[config.mk]
export PLATFORM = sky130hd
export DESIGN_NAME = pc_stack_sequencer
export DESIGN_NICKNAME = d
export VERILOG_FILES = /design/src/rtl/pc_stack_sequencer.sv
export SDC_FILE = /design/constraint.sdc
export NUM_CORES = 1
export LEC_CHECK = 0
export CORE_UTILIZATION = 25
export CTS_CLUSTER_DIAMETER = 100
export DETAILED_ROUTE_END_ITERATION = 8
export GPL_ROUTABILITY_DRIVEN = 0
export PLACE_DENSITY_LB_ADDON = 0.3
export SYNTH_ARGS = -nofsm -noshare
export SYNTH_HDL_FRONTEND = slang
export SYNTH_SLANG_ARGS = --single-unit
[constraint.sdc]
create_clock -name clk -period 2.99 [get_ports clk]
set_clock_uncertainty 0.15 [all_clocks]
set_input_delay 0.598 -clock clk [delete_from_list [all_inputs] [get_ports clk]]
set_output_delay 0.598 -clock clk [all_outputs]
set_load 0.1 [all_outputs]
[src/rtl/pc_stack_sequencer.sv]
// ---------------------------------------------------------------------------
// pc_stack_sequencer
//
// Program sequencer for the 8-bit microcontroller. It holds a single
// registered program counter and updates it once per enabled cycle according
// to the decoder's opcode. The opcodes are HOLD, INC, JUMP, relative BRANCH,
// SKIP, CALL and RET. CALL and RET use an internal return-address stack.
//
// A CALL on a full stack and a RET on an empty stack do not touch the stack.
// In both cases the PC simply advances by one, and a sticky error flag is
// raised.
//
// Parameters
//   ADDR_WIDTH   PC / return-address width
//   STACK_DEPTH  number of return-address entries (>= 2)
//   REL_WIDTH    width of the signed BRANCH offset (<= ADDR_WIDTH)
//   RESET_ADDR   PC value after reset
//
// Ports
//   clk          clock, rising edge
//   arst_n       asynchronous active-low reset
//   en           1 = execute op this cycle, 0 = stall (err_clr still acts)
//   op           3-bit opcode (see op_e)
//   pc_next      absolute target for JUMP / CALL
//   rel_off      signed two's-complement offset for BRANCH
//   err_clr      clears ovf_err / unf_err (a new error in the same cycle wins)
//   pc_out       current PC (registered)
//   ret_addr     top-of-stack entry, 0 when the stack is empty
//   depth        number of valid stack entries
//   stack_empty  depth == 0
//   stack_full   depth == STACK_DEPTH
//   ovf_err      sticky: CALL attempted while full
//   unf_err      sticky: RET attempted while empty
// ---------------------------------------------------------------------------
module pc_stack_sequencer #(
    parameter int unsigned              ADDR_WIDTH  = 12,
    parameter int unsigned              STACK_DEPTH = 8,
    parameter int unsigned              REL_WIDTH   = 8,
    parameter logic [ADDR_WIDTH-1:0]    RESET_ADDR  = '0,
    localparam int unsigned             DEPTH_W     = $clog2(STACK_DEPTH + 1)
) (
    input  logic                  clk,
    input  logic                  arst_n,
    input  logic                  en,
    input  logic [2:0]            op,
    input  logic [ADDR_WIDTH-1:0] pc_next,
    input  logic [REL_WIDTH-1:0]  rel_off,
    input  logic                  err_clr,
    output logic [ADDR_WIDTH-1:0] pc_out,
    output logic [ADDR_WIDTH-1:0] ret_addr,
    output logic [DEPTH_W-1:0]    depth,
    output logic                  stack_empty,
    output logic                  stack_full,
    output logic                  ovf_err,
    output logic                  unf_err
);

    localparam int unsigned IDX_W = $clog2(STACK_DEPTH);

    typedef enum logic [2:0] {
        OP_HOLD   = 3'b000,
        OP_INC    = 3'b001,
        OP_JUMP   = 3'b010,
        OP_BRANCH = 3'b011,
        OP_SKIP   = 3'b100,
        OP_CALL   = 3'b101,
        OP_RET    = 3'b110,
        OP_RSVD   = 3'b111
    } op_e;

    // -----------------------------------------------------------------------
    // State
    // -----------------------------------------------------------------------
    logic [ADDR_WIDTH-1:0] pc_q;
    logic [DEPTH_W-1:0]    depth_q;
    logic [ADDR_WIDTH-1:0] stack_q [STACK_DEPTH];
    logic                  ovf_q;
    logic                  unf_q;

    // -----------------------------------------------------------------------
    // Decoded / next-state signals
    // -----------------------------------------------------------------------
    logic [ADDR_WIDTH-1:0] pc_plus1;
    logic [ADDR_WIDTH-1:0] rel_ext;
    logic [IDX_W-1:0]      push_idx;
    logic [IDX_W-1:0]      top_idx;
    logic                  is_empty;
    logic                  is_full;

    logic [ADDR_WIDTH-1:0] pc_d;
    logic [DEPTH_W-1:0]    depth_d;
    logic                  push_en;
    logic                  ovf_set;
    logic                  unf_set;

    assign pc_plus1 = pc_q + ADDR_WIDTH'(1);

    // Sign-extending cast; it also covers REL_WIDTH == ADDR_WIDTH, where an
    // explicit replication of the sign bit would have zero width.
    assign rel_ext  = ADDR_WIDTH'($signed(rel_off));

    assign is_empty = (depth_q == '0);
    assign is_full  = (depth_q == DEPTH_W'(STACK_DEPTH));

    // The push slot is only used when the stack is not full, and the top
    // slot is only used when it is not empty. So both indices stay in range
    // whenever they are actually used.
    assign push_idx = IDX_W'(depth_q);
    assign top_idx  = IDX_W'(depth_q - DEPTH_W'(1));

    // NOTE: every output of this block gets a default before the case
    // statement, so no path leaves a signal unassigned and no latch is
    // inferred.
    always_comb begin
        pc_d    = pc_q;
        depth_d = depth_q;
        push_en = 1'b0;
        ovf_set = 1'b0;
        unf_set = 1'b0;

        if (en) begin
            unique case (op_e'(op))
                OP_INC:    pc_d = pc_plus1;
                OP_JUMP:   pc_d = pc_next;
                // The offset is relative to the current PC, not to PC+1.
                OP_BRANCH: pc_d = pc_q + rel_ext;
                OP_SKIP:   pc_d = pc_q + ADDR_WIDTH'(2);
                OP_CALL: begin
                    if (is_full) begin
                        pc_d    = pc_plus1;
                        ovf_set = 1'b1;
                    end else begin
                        push_en = 1'b1;
                        depth_d = depth_q + DEPTH_W'(1);
                        pc_d    = pc_next;
                    end
                end
                OP_RET: begin
                    if (is_empty) begin
                        pc_d    = pc_plus1;
                        unf_set = 1'b1;
                    end else begin
                        // The popped entry stays in the array. Only depth
                        // moves.
                        depth_d = depth_q - DEPTH_W'(1);
                        pc_d    = stack_q[top_idx];
                    end
                end
                OP_HOLD, OP_RSVD: ;
                default: ;
            endcase
        end
    end

    // -----------------------------------------------------------------------
    // Registers
    // -----------------------------------------------------------------------
    // NOTE: sequential state is written only with non-blocking assignments.
    // That way every register samples the pre-edge values computed above,
    // regardless of the order in which the blocks are evaluated.
    always_ff @(posedge clk or negedge arst_n) begin
        if (!arst_n) begin
            pc_q    <= RESET_ADDR;
            depth_q <= '0;
        end else begin
            pc_q    <= pc_d;
            depth_q <= depth_d;
        end
    end

    // NOTE: the return-address array is cleared on reset on purpose. That
    // makes its contents after reset well defined. It also stops X from
    // stale entries from ever reaching pc_out through a later RET.
    always_ff @(posedge clk or negedge arst_n) begin
        if (!arst_n) begin
            for (int i = 0; i < STACK_DEPTH; i++) begin
                stack_q[i] <= '0;
            end
        end else if (push_en) begin
            stack_q[push_idx] <= pc_plus1;
        end
    end

    // Sticky error flags. A new error in the same cycle as err_clr wins.
    // err_clr is honoured even while stalled.
    always_ff @(posedge clk or negedge arst_n) begin
        if (!arst_n) begin
            ovf_q <= 1'b0;
            unf_q <= 1'b0;
        end else begin
            if (ovf_set)      ovf_q <= 1'b1;
            else if (err_clr) ovf_q <= 1'b0;

            if (unf_set)      unf_q <= 1'b1;
            else if (err_clr) unf_q <= 1'b0;
        end
    end

    // -----------------------------------------------------------------------
    // Outputs
    // -----------------------------------------------------------------------
    assign pc_out      = pc_q;
    assign depth       = depth_q;
    assign stack_empty = is_empty;
    assign stack_full  = is_full;
    assign ovf_err     = ovf_q;
    assign unf_err     = unf_q;
    assign ret_addr    = is_empty ? '0 : stack_q[top_idx];

endmodule

* After elaboration in Yosys (flattened, before gate mapping)
Cells that the tools add are included.
Widths: inputs -> output; s select.
** Word-level totals
- Register bits :: 114
- Input bits :: 27
- Output and inout port bits :: 32
- Logic and storage cells :: 64
** Cells by class
- Add/sub/neg operators :: 5
- Magnitude comparators :: 3
- Equality and inequality tests :: 9
- Muxes and demuxes :: 25
- Bitwise logic cells :: 2
- Reductions and logical operators :: 8
** Operators with widths (count)
- $bwmux 96 :: 1
- $mux 12 :: 6
- $pmux 12 s6 :: 1
- $bmux 12 s3 :: 1
- $demux 12 s3 :: 1
- $add 12x1->12 const B :: 1
- $add 12x12->12 :: 1
- $add 12x2->12 const B :: 1
- $mux 1 :: 12
- $eq 3x3->1 const B :: 3
- $ge 4x4->1 const B :: 2
- $mux 4 :: 2
- $not 3->4 :: 2
- $pmux 4 s2 :: 1
- $eq 3x2->1 const B :: 2
- $reduce_bool 2->1 :: 3
- $reduce_bool 6->1 :: 1
- $add 4x1->4 const B :: 1
- $eq 4x4->1 const B :: 1
- $logic_not 4->1 :: 1
- $lt 4x1->1 const B :: 1
- $ne 2x2->1 const B :: 2
- $reduce_and 4->1 :: 1
- $sub 4x1->4 const B :: 1
- other kinds (3) :: 3

* Logic depth before layout (Yosys ltp)
- Depth after elaboration :: 7
- Mapped depth :: 10
- Mapped depth without buffers :: 9

* Least setup slack after synthesis
OpenSTA, ideal clock, no wires.
- Path type :: flip-flop to output port
- Start point :: reg depth_q[1], in the netlist depth[1]
- End point :: out ret_addr[1]
- Arrival :: 4.092 ns
- Data required time :: 2.242 ns
- Slack :: -1.850 ns
- Cell stages (with the launch flop) :: 6
- Buffers on the path :: 1
- Path through :: dfrtp_1 inv_1 ha_1 nor3b_2 clkbuf_1 a21oi_1
** On the way
- Elaborated cells on any way between the ends :: 7
- Those cells by class :: add/sub (1); mux (4); bitwise (1); reduce/logical (1)
** RTL lines
- start: declaration :: RTL line 75 : logic [DEPTH_W-1:0] depth_q;
- start signal: assignment :: RTL line 167 : depth_q <= depth_d;
- $logic_not 4->1 :: RTL line 102 : assign is_empty = (depth_q == '0);
- named net stack_empty :: RTL line 52 : output logic stack_empty,
- $mux 12 :: RTL line 208 : assign ret_addr = is_empty ? '0 : stack_q[top_idx];
- end: declaration :: RTL line 50 : output logic [ADDR_WIDTH-1:0] ret_addr,
The timed path passes the listed nets, and every way through them passes these cells. The select of a mux whose other input is x is not followed.

* Worst setup path after layout
- Start point :: reg depth_q[0], in the netlist depth[0]
- End point :: out ret_addr[7]
** On the way
- Cells in the longest elaborated chain, start to end :: 6
- Elaborated cells on any way between the ends :: 7
- Those cells by class :: add/sub (1); mux (4); bitwise (1); reduce/logical (1)
** RTL lines (RTL line)
- $sub 4x1->4
- $not 3->4 (implied by the code) :: 208
- $bmux 12 s3 :: 208
- $mux 12 (implied by the code) (2 in series) :: 208
- $mux 12 (*) :: 208
Every way passes the cells marked *; elsewhere a longest branch is shown, timed or not. The select of a mux whose other input is x is not followed.

==> impl_metrics.prom <==
# TYPE chip_impl_metric gauge
chip_impl_metric{name="routed_wire_length",unit="mm"} 18.8
chip_impl_info{name="critPathTopFamily",value="buffers and inverters"} 1
chip_impl_metric{name="asyncSetResetFlopFracSynth",unit="%"} 100
chip_impl_metric{name="antenna_found_initial",unit=""} 0
chip_impl_metric{name="floorplan.die_area",unit="µm²"} 25300
chip_impl_metric{name="die_h",unit="µm"} 159
chip_impl_metric{name="worst_skew_pair.late_latency",unit="ns"} 0.42
chip_impl_info{name="end_kind",value="primary output"} 1
chip_impl_info{name="clk_root_buffer_cell",value="sky130_fd_sc_hd__clkbuf_16"} 1
chip_impl_info{name="synth_top_area_cell",value="sky130_fd_sc_hd__dfrtp_1"} 1
chip_impl_metric{name="ys_ff_latch",unit=""} 114
chip_impl_metric{name="area_fraction_of_the_dominant_cell_type_after_synthesis",unit="%"} 46.2
chip_impl_metric{name="synth_area",unit="µm²"} 6170
chip_impl_metric{name="timing.final.crit_period",unit="ns"} 2.95
chip_impl_metric{name="drive_above_1_share",unit="%"} 28.6
chip_impl_metric{name="synth_seq_area_share",unit="%"} 46.2
chip_impl_metric{name="cts-buffers-inserted",unit=""} 17
chip_impl_metric{name="final_max_slew_viol_count",unit=""} 0
chip_impl_info{name="clock_tree_from_tritoncts",value="done"} 1
chip_impl_info{name="worst_hold_startpoint",value="stack_q[74]"} 1
chip_impl_metric{name="setup_viol",unit=""} 0
chip_impl_metric{name="gr-total-overflow",unit=""} 0
chip_impl_info{name="r2r_start",value="pc_out[1]"} 1
chip_impl_metric{name="worst_setup_hold_path_clk_slew",unit="ns"} 0.06
chip_impl_info{name="synthTopCellsByArea",value="sky130_fd_sc_hd__dfrtp_1 (46%), sky130_fd_sc_hd__a21oi_1 (8.3%), sky130_fd_sc_hd__mux4_2 (7.3%)"} 1
chip_impl_metric{name="postSynthNetCount",unit=""} 667
chip_impl_metric{name="grt_pass1_wl",unit="mm"} 29.9
chip_impl_metric{name="design.portCount",unit=""} 59
chip_impl_metric{name="dp.cells",unit=""} 1036
chip_impl_info{name="timing.critical_path.slowest_stage_cell",value="sky130_fd_sc_hd__dfrtp_4"} 1
chip_impl_metric{name="antennaDiodeCount",unit=""} 0
chip_impl_metric{name="die_width",unit="µm"} 159
chip_impl_metric{name="detail_route.iter0.violations",unit=""} 352
chip_impl_info{name="start_kind",value="flop"} 1
chip_impl_metric{name="largest_net_degree_at_the_start_of_global_routing",unit=""} 48
chip_impl_metric{name="crit_arrival",unit="ns"} 2.20
chip_impl_info{name="worst_setup_path_startpoint",value="depth[0]"} 1
chip_impl_metric{name="syn-mean-instance-area",unit="µm²"} 9.90
chip_impl_metric{name="cts.path.max_buffers",unit=""} 2
chip_impl_metric{name="path_max_fanout",unit=""} 11
chip_impl_metric{name="drc_errors",unit=""} 0
chip_impl_metric{name="final_antenna_net_count",unit=""} 0
chip_impl_metric{name="floorplan.initialDensity",unit="%"} 25.5
chip_impl_metric{name="critical_path.max_stage_delay",unit="ns"} 0.53
chip_impl_metric{name="finalNonFillerCells",unit=""} 1078
chip_impl_metric{name="grtUsageTotal",unit="%"} 15.3
chip_impl_metric{name="final_net_count",unit=""} 784
chip_impl_metric{name="yosys_warnings",unit=""} 0
chip_impl_metric{name="tritoncts_num_sinks",unit=""} 114
chip_impl_metric{name="dp_hpwl",unit="mm"} 13.3
chip_impl_info{name="setup.worst_path.class",value="flop to primary output"} 1
chip_impl_metric{name="cp_num_buf_inv",unit=""} 3
chip_impl_metric{name="core_region_area",unit="µm²"} 24200
chip_impl_metric{name="first_pass_iters",unit=""} 4
chip_impl_metric{name="worstPathRequired",unit="ns"} 2.24
chip_impl_metric{name="hold_violation_total_from_the_final_report",unit=""} 0
chip_impl_metric{name="max_cap_viol_count",unit=""} 0
chip_impl_info{name="postSynth.topFlopCell",value="sky130_fd_sc_hd__dfrtp_1"} 1
chip_impl_metric{name="n_fill_cell",unit=""} 2433
chip_impl_metric{name="row_count",unit=""} 57
chip_impl_metric{name="route.vias.total",unit=""} 5189
chip_impl_metric{name="via_count_of_the_first_global_routing_pass",unit=""} 5226
chip_impl_metric{name="detail_route.wl_per_cell",unit="µm"} 17.4
chip_impl_info{name="hold_class",value="flop to flop"} 1
chip_impl_metric{name="clock_tree.htree_level_count",unit=""} 4
chip_impl_metric{name="number_of_enable_type_register_cells_in_the_synthesized_netlist",unit=""} 0
chip_impl_info{name="unrepaired_setup_endpoints_after_global_routing",value="yes"} 1
chip_impl_metric{name="vias_per_cell",unit=""} 4.81
chip_impl_metric{name="place.port_buffers",unit=""} 58
chip_impl_info{name="worstPathCellList",value="buf_4 > clkbuf_16 > mux4_2 > nand2_1 > a21oi_4 > buf_12"} 1
chip_impl_metric{name="ys_types",unit=""} 55
chip_impl_metric{name="tightestPinTransition",unit="ns"} 1.01
chip_impl_metric{name="max_freq",unit="MHz"} 339
chip_impl_metric{name="maxSlewHeadroom",unit="%"} 32.4
chip_impl_metric{name="layout-area-overhead-vs-synth",unit="%"} 40.6
chip_impl_metric{name="finalCritPeriodShare",unit="%"} 98.6
chip_impl_info{name="outcome",value="completed"} 1
chip_impl_metric{name="synthCells",unit=""} 624
state kept, by name (all words and copies together), names as in the netlist:
signal / count
depth: 4
ovf_err: 1
pc_out: 12
stack_q: 96
unf_err: 1
through the flow:
| stage | setup TNS, ns | cell area, µm² | setup WS [ns] | utilization [%] | hold slack [ns] |
|---|---|---|---|---|---|
| after floorplan | -0.0474 | 6380 | -0.0348 | - | 0.152 |
| after global placement | -0.398 | 7910 | -0.230 | 32.6 | 0.308 |
| final | 0 | 8680 | 0.0433 | 35.8 | 0.330 |
| after global routing | -0.00596 | 8680 | -0.00554 | 35.8 | 0.353 |
| after CTS | 0 | 8610 | 0.0147 | 35.5 | 0.331 |
| after detailed placement | -0.441 | 7910 | -0.247 | 32.6 | 0.319 |
cell usage after synthesis, drive strengths merged, types with 2 or more instances:
master,number
nor3b,5
nand3,10
o221ai,5
and3,4
nor4,2
inv,14
xor2,15
dfrtp,114
a21oi,103
o21a,5
a221o,4
or3,4
a211oi,4
and4,3
or2,2
clkbuf,33
nor2,90
a221oi,9
nand2,57
nand4,2
mux2i,4
nand2b,3
mux4,24
mux2,12
buf,8
a21o,3
xnor2,13
o21ai,22
o211ai,6
nand3b,3
ha,15
nor3,8
o22ai,2
cell type report:
| type | count | area, µm² | share of cell area, % |
|---|---|---|---|
| well taps | 324 | 405 | 4.67 |
| clock buffers | 18 | 429 | 4.94 |
| clock inverters | 14 | 211 | 2.44 |
| inverters | 14 | 61.3 | 0.706 |
| flip-flops and latches | 114 | 2870 | 33.1 |
| multi-input cells | 455 | 3280 | 37.8 |
| repair buffers | 139 | 1420 | 16.4 |
worst register-to-register path: cells and delay by family (launching register included):
family,cells,cell delay [ns]
AO/OA/AOI/OAI,5,1.11
AND/OR/NAND/NOR,1,0.51
flip-flops,1,0.48
adder cells (fa/ha/maj),1,0.31
timing repair:
action / 4_1_cts / 5_1_grt
endpoints found under the setup margin: 9 / 9
resized for setup: 2 / 7
pin swaps: 3 / 4
cloned: 0 / 1
hold buffers: 1 / 0
hold endpoints to repair: 24 / 0
setup buffers: 6 / 2
metal layers:
layer  global-route usage (%)  share of wire, %  vias to the layer above
met5                        0                 0                        -
met3                     3.49               4.8                       18
li1                         -                 -                     2496
met1                     20.3                46                     2553
met4                     4.85               1.7                        0
met2                     24.8                48                      122
worst paths after layout:
path                       slack [ns]           to  cells after the start
max                              0.04  ret_addr[7]                      6
max in group asynchronous        1.50  stack_q[27]                      3
min                              0.33  stack_q[74]                      2
min in group asynchronous        0.51      ovf_err                      2
min reg2reg                      0.33  stack_q[74]                      2
max reg2reg                      0.31   pc_out[11]                      7
logic make-up after synthesis:
family / count (synthesis) / share of synthesized area [%]
AO/OA/AOI/OAI: 176 / 17.1
AND/OR/NAND/NOR: 195 / 13.9
buffers and inverters: 55 / 3.59
multiplexers: 40 / 11.8
flip-flops: 114 / 46.2
XOR/XNOR: 28 / 3.97
adder cells (fa/ha/maj): 16 / 3.36
cell usage in the layout, fill, tap and decap left out, types with 18 or more instances in the layout:
master and count:
sky130_fd_sc_hd__a21oi_1 92, sky130_fd_sc_hd__buf_12 21, sky130_fd_sc_hd__buf_4 86, sky130_fd_sc_hd__clkbuf_16 18
sky130_fd_sc_hd__clkdlybuf4s50_1 25, sky130_fd_sc_hd__dfrtp_1 103, sky130_fd_sc_hd__mux4_2 21, sky130_fd_sc_hd__nand2_1 54
sky130_fd_sc_hd__nor2_1 90, sky130_fd_sc_hd__o21ai_0 22
Power is left out: the tool's default activity adds up to more than one toggle a clock period on the data nets, which glitch-free logic cannot reach.
